[config.mk]
export PLATFORM = sky130hd
export DESIGN_NAME = vga_pic_ram_loader
export DESIGN_NICKNAME = d
export VERILOG_FILES = /design/src/rtl/vga_pic_ram_loader.sv
export SDC_FILE = /design/constraint.sdc
export NUM_CORES = 1
export LEC_CHECK = 0
export ABC_AREA = 1
export BUFFER_PORTS_ARGS = -buffer_cell sky130_fd_sc_hd__buf_2
export CORE_ASPECT_RATIO = 0.9
export CORE_UTILIZATION = 54
export CTS_BUF_LIST = sky130_fd_sc_hd__clkbuf_16
export DETAILED_ROUTE_END_ITERATION = 16
export PLACE_DENSITY = 0.75
export SLEW_MARGIN = 5
export SYNTH_ARGS = -nofsm -noshare
export SYNTH_HDL_FRONTEND = slang
export SYNTH_SLANG_ARGS = --single-unit
[constraint.sdc]
create_clock -name sys_clk -period 2.8 [get_ports sys_clk]
set_input_delay 0.14 -clock sys_clk [delete_from_list [all_inputs] [get_ports sys_clk]]
set_output_delay 0.14 -clock sys_clk [all_outputs]
set_load 0.02 [all_outputs]
[src/rtl/vga_pic_ram_loader.sv]
// vga_pic_ram_loader
// Pairs a UART byte stream (high byte first) into RGB565 pixels and writes
// them in raster order into the picture RAM write port. Handles address
// sequencing, frame wrap, restart on clr, and idle-timeout resynchronisation.
module vga_pic_ram_loader #(
   parameter int PIC_W    = 100,
   parameter int PIC_H    = 100,
   parameter int PIC_SIZE = PIC_W * PIC_H,
   parameter int ADDR_W   = 14,
   parameter int TIMEOUT  = 50000
) (
   input  logic              sys_clk,
   input  logic              sys_rst,
   input  logic [7:0]        rx_data,
   input  logic              rx_flag,
   input  logic              clr,
   output logic              wr_en,
   output logic [ADDR_W-1:0] wr_addr,
   output logic [15:0]       wr_data,
   output logic              loading,
   output logic              frame_done,
   output logic              err_timeout
);

   localparam int                IDLE_W   = (TIMEOUT > 1) ? $clog2(TIMEOUT) : 1;
   localparam logic [ADDR_W-1:0] LAST_PIX = ADDR_W'(PIC_SIZE - 1);
   localparam logic [IDLE_W-1:0] IDLE_MAX = IDLE_W'(TIMEOUT - 1);

   typedef enum logic {
      S_HI = 1'b0,  // expecting the high byte of a pixel
      S_LO = 1'b1   // high byte held, expecting the low byte
   } state_t;

   state_t            state, state_nxt;
   logic [7:0]        hi_q, hi_nxt;
   logic [ADDR_W-1:0] pix_cnt, pix_nxt;
   logic [IDLE_W-1:0] idle_cnt, idle_nxt;
   logic              wr_en_nxt;
   logic [ADDR_W-1:0] wr_addr_nxt;
   logic [15:0]       wr_data_nxt;
   logic              loading_nxt;
   logic              frame_done_nxt;
   logic              err_timeout_nxt;

   // State, counters and all outputs are registered; reset clears everything.
   always_ff @(posedge sys_clk or posedge sys_rst) begin
      if (sys_rst) begin
         state       <= S_HI;
         hi_q        <= '0;
         pix_cnt     <= '0;
         idle_cnt    <= '0;
         wr_en       <= 1'b0;
         wr_addr     <= '0;
         wr_data     <= '0;
         loading     <= 1'b0;
         frame_done  <= 1'b0;
         err_timeout <= 1'b0;
      end else begin
         // NOTE: non-blocking so every register samples the pre-edge values of the others.
         state       <= state_nxt;
         hi_q        <= hi_nxt;
         pix_cnt     <= pix_nxt;
         idle_cnt    <= idle_nxt;
         wr_en       <= wr_en_nxt;
         wr_addr     <= wr_addr_nxt;
         wr_data     <= wr_data_nxt;
         loading     <= loading_nxt;
         frame_done  <= frame_done_nxt;
         err_timeout <= err_timeout_nxt;
      end
   end

   // Next-state logic: clr beats rx_flag, rx_flag beats the idle timeout.
   always_comb begin
      // NOTE: every target gets a default first so no path can infer a latch.
      state_nxt       = state;
      hi_nxt          = hi_q;
      pix_nxt         = pix_cnt;
      idle_nxt        = idle_cnt;
      wr_en_nxt       = 1'b0;
      wr_addr_nxt     = wr_addr;
      wr_data_nxt     = wr_data;
      frame_done_nxt  = 1'b0;
      err_timeout_nxt = 1'b0;

      if (clr) begin
         // Restart the frame silently; a byte arriving now is dropped.
         state_nxt = S_HI;
         hi_nxt    = '0;
         pix_nxt   = '0;
         idle_nxt  = '0;
      end else if (rx_flag) begin
         idle_nxt = '0;
         if (state == S_HI) begin
            hi_nxt    = rx_data;
            state_nxt = S_LO;
         end else begin
            wr_en_nxt   = 1'b1;
            wr_addr_nxt = pix_cnt;
            wr_data_nxt = {hi_q, rx_data};
            state_nxt   = S_HI;
            if (pix_cnt == LAST_PIX) begin
               pix_nxt        = '0;
               frame_done_nxt = 1'b1;
            end else begin
               pix_nxt = pix_cnt + 1'b1;
            end
         end
      end else if (loading && (idle_cnt == IDLE_MAX)) begin
         // Line went quiet mid-frame: drop the partial frame and resync.
         state_nxt       = S_HI;
         hi_nxt          = '0;
         pix_nxt         = '0;
         idle_nxt        = '0;
         err_timeout_nxt = 1'b1;
      end else if (loading) begin
         // Below IDLE_MAX here, so the increment can never wrap.
         idle_nxt = idle_cnt + 1'b1;
      end else begin
         idle_nxt = '0;
      end

      loading_nxt = (state_nxt == S_LO) || (pix_nxt != '0);
   end

endmodule

# Yosys cells after proc, flatten, opt, wreduce, memory -nomap -nowiden
# Index checks and enable logic that the tools add are counted.
# totals
out_inout_bits	34
inputBits	12
word_cells	49
register_bits	73
# classes
add_sub_neg	2
reduce_logical	6
eq_ne	3
n_mux	27
n_bitwise	1
# op_table
cell	count
14-bit 2-to-1 mux	5
16-bit 2-to-1 mux	4
8-bit 2-to-1 mux	4
16-bit by 1-bit adder with 16-bit output, second input constant	1
16-bit equality test, second input constant	1
14-bit by 1-bit adder with 14-bit output, second input constant	1
14-bit equality test, second input constant	1
1-bit 2-to-1 mux	14
14-bit nonzero test	1
3-bit != test, second input constant	1
3-bit AND reduction	1
3-bit nonzero test	1
2-bit AND reduction	1
1-bit logical AND	1
1-bit logical OR	1
1-bit inverter	1

# Logic depth before layout (Yosys ltp)
# logic_depth
word_depth	7
depth_mapped	14
mapped_depth_nobuf	14

# Worst setup path after synthesis
# No wires, ideal clock.
# synth_path
kind	reg2reg
start	register idle_cnt[0]
end	register loading
required_time_ns	2.675
slack_ns	1.187
n_path_buf	1
stages_incl_launch_ff	14
t_arrival_ns	1.487
setup_time_ns	0.125
period_less_slack_ns	1.613
path_cell_list	dfrtp_1 > ha_1 > nand3_2 > nor2_4 > nand3_4 > buf_6 > nand2_2 > nand2_1 > nand2_2 > nand2_1 > inv_1 > nand2_1 > nor2_1 > nand3_1
# synth_between
elab_chain_len	7
elab_cells_between_ends	10
cone_classes	eq/ne (1); mux (6); reduce/logical (3)
# synth_rtl
element	line	source
from (decl)	37	logic [IDLE_W-1:0] idle_cnt, idle_nxt;
from (signal assigned)	63	idle_cnt <= idle_nxt;
16-bit equality test *	109	end else if (loading && (idle_cnt == IDLE_MAX)) begin
1-bit logical AND *	109	
14-bit 2-to-1 mux	109	
14-bit 2-to-1 mux	92	end else if (rx_flag) begin
14-bit 2-to-1 mux	86	if (clr) begin
14-bit nonzero test	123	loading_nxt = (state_nxt == S_LO) || (pix_nxt != '0);
1-bit logical OR *	123	
named net loading_nxt	41	logic loading_nxt;
to (signal assigned)	67	loading <= loading_nxt;
to (decl)	20	output logic loading,
# Mark *: on every way through the listed nets, which the timed path passes. The rest lies on a longest branch.
# A chain may end at the register's enable or synchronous reset.

# Worst setup path after layout
# layout_path
start	register idle_cnt[0]
end	register idle_cnt[13]
# layout_between
elab_chain_len	5
elab_cells_between_ends	7
cone_classes	add/sub (1); eq/ne (1); mux (4); reduce/logical (1)
# layout_rtl
element	line
16-bit by 1-bit adder with 16-bit output / 16-bit equality test (equally long branches)	118, 109
16-bit 2-to-1 mux / 1-bit logical AND (equally long branches)	116, 109
16-bit 2-to-1 mux *	109
16-bit 2-to-1 mux *	92
16-bit 2-to-1 mux *	86
named net idle_nxt[13]	37
# Marked as above.

==> out/metrics.cfg <==
[global_route]
grt.total_usage_pct=25.78
grt_pass1_vias=2923
antenna_found_initial=0
grt_max_degree=74
grt_overflow_total=0
grt_pass1_wl_um=13880

[final_layout]
drive_above_1_share_pct=18.62
final_cell_area_um2=4282
fill_cells=563
antennaDiodeCount=0
fin_util_pct=64.66
nets=530
area_growth_pct=15.45

[yosys]
yosys_most_used_dff=dfrtp_1
syn-cell-area_um2=3709
ys_seq_area_share_pct=49.26
synth_nets=485
syn-instance-count=471
synth_warnings=0
ys_async_sr_fraction_pct=100.0
synth.distinct_cells=36
synth_edf_count=0
avgSynthCellArea_um2=7.874
synth_seq_cells=73

[drt]
drt_iter0_drc=158
drc=0
drtAntennaViolNets=0
wirelength_um=8020
vias=3116
via_per_inst=5.100
drt-wirelength-per-cell_um=13.13
first_pass_iters=4

[setup_path]
r2r-start=idle_cnt[0]
timing_worst_setup_path_type=reg -> reg
cp-start-kind=flip-flop
crit_path_end_kind=flip-flop
r2r_slack_ns=0.71
cp_data_arrival_time_ns=2.30
cp_data_required_time_ns=3.02
reg2reg_to=idle_cnt[13]
path_max_fanout=16
worst-r2r-cell-count=10

[cts]
root_buffer=clkbuf_16
tritoncts=yes
post_cts_buffers=0
cts_resized=0
cts_made_buffers=9
clock_latency_ns=0.34
cts-htree-levels=3
clk_path_buf_depth=2
hold_buffers=0
clkSinkCount=73
cts.clk_slew.worst_paths_ns=0.07

[timing]
drv_slew=0
setup_viol=0
fin_crit_sh_pct=74.53
max_freq_mhz=479.2
rsz0062_at_grt=false
min_period_ns=2.087
worst_pin_slew_ns=0.8749
hold_violations=0
tns_ns=0
relSlewSlack_pct=41.67
fin_skew_ns=0.008785

[die]
dieArea_um2=7204
start_util_pct=56.01
ioPinCount=46
die_x_um=89.36
num_rows=28
core_um2=6621
die_h_um=80.62

[power]
cellLeakagePower_nw=2.246
peakVddDrop_mv=0.3876
power_mw=3.410
p_per_area_nw_per_um2=796.3

[placement]
placed_cell_area_um2=3975
io_buffers=45
gp_congestion=0.9543
dp_hpwl_um=5748

[run]
cap_violations=0

[status]
status=finished clean

[hold_path]
hp-class=in -> async

## critical path: stages, from the launching register on
cell and delay, ns:
dfrtp_1 0.38, ha_1 0.22, nand3_2 0.14, nor2_4 0.16
nand3_4 0.21, nand2_2 0.16, inv_1 0.05, nand2_1 0.35
inv_1 0.13, o21ai_0 0.11, nor2_1 0.07
## synthesized netlist by cell type (all sizes together) (2+ instances only)
cell	count	share of area, %
a21oi	7	1.0
buf	6	1.4
clkbuf	6	0.61
dfrtp	73	49
ha	2	0.67
inv	62	6.4
nand2	156	16
nand3	36	5.6
nand4	7	1.2
nor2	54	6.9
nor3	9	1.5
nor3b	2	0.54
o21ai	31	4.2
o31ai	8	1.6
xnor2	2	0.47
xor2	4	0.94
## flip-flops by register name, summed over array words and instances, names as in the netlist, 8 cells and up
name,count
pix_cnt,14
wr_data,16
wr_addr,14
hi_q,8
idle_cnt,16
## metrics by stage
| stage | setup slack (ns) | instances | hold WS (ns) |
|---|---|---|---|
| after detailed placement | 0.7220 | 595 | 0.4155 |
| final | 0.7131 | 611 | 0.06834 |
| after global placement | 0.7930 | 595 | 0.4199 |
| after CTS | 0.6982 | 611 | 0.06458 |
| after global routing | 0.5084 | 611 | 0.07963 |
| after floorplan | 0.8067 | 471 | 0.2903 |
## worst max path at each step
stage | startpoint | end | cells after the start
floorplan | sys_rst | err_timeout | 1
global placement | idle_cnt[0] | idle_cnt[13] | 10
detailed placement | idle_cnt[0] | idle_cnt[13] | 10
CTS | idle_cnt[0] | idle_cnt[13] | 10
global route | idle_cnt[0] | idle_cnt[15] | 10
finish | idle_cnt[0] | idle_cnt[13] | 10
## final cells by class
class / count / area, um2 / share of cell area (%)
Sequential cell: 73 / 1827 / 42.67
Multi-Input combinational cell: 322 / 1554 / 36.29
Inverter: 63 / 241.5 / 5.640
Timing Repair Buffer: 47 / 240.2 / 5.611
Clock buffer: 9 / 225.2 / 5.260
Tap cell: 90 / 112.6 / 2.630
Clock inverter: 7 / 81.33 / 1.899
## cells by family after synthesis
family | count (synthesis) | share of synthesized area (%)
compound gates | 49 | 7.423
xor+xnor | 6 | 1.417
fa+ha+maj | 2 | 0.6747
buf+inv | 76 | 8.839
flops | 73 | 49.26
simple gates | 265 | 32.39
## report_power, final
group	total [mW]	switching (mW)	leakage, nW	internal [mW]
clock	1.17	0.469	0.147	0.703
sequential	1.40	0.141	0.970	1.26
combinational	0.835	0.569	1.13	0.265
## metal layers
metal  track usage [%]  vias to the layer above  share of wire [%]
li1                  -                     1573                  -
met2             40.08                       69                 48
met5                 0                        -                  0
met1             35.43                     1468                 46
met3             6.783                        6                4.7
met4             7.143                        0               0.81
## layout by cell type, fill, tap and decap left out, drive strengths merged
master	count
a21boi	1
a21oi	7
a31oi	1
and3b	1
buf	47
bufinv	1
clkbuf	9
clkinv	2
clkinvlp	1
dfrtp	73
ha	2
inv	66
nand2	156
nand3	36
nand4	7
nor2	54
nor3	9
nor3b	2
o21a	1
o21ai	31
o31ai	8
xnor2	2
xor2	4
Note: power is estimated with default switching activity, not from simulation.
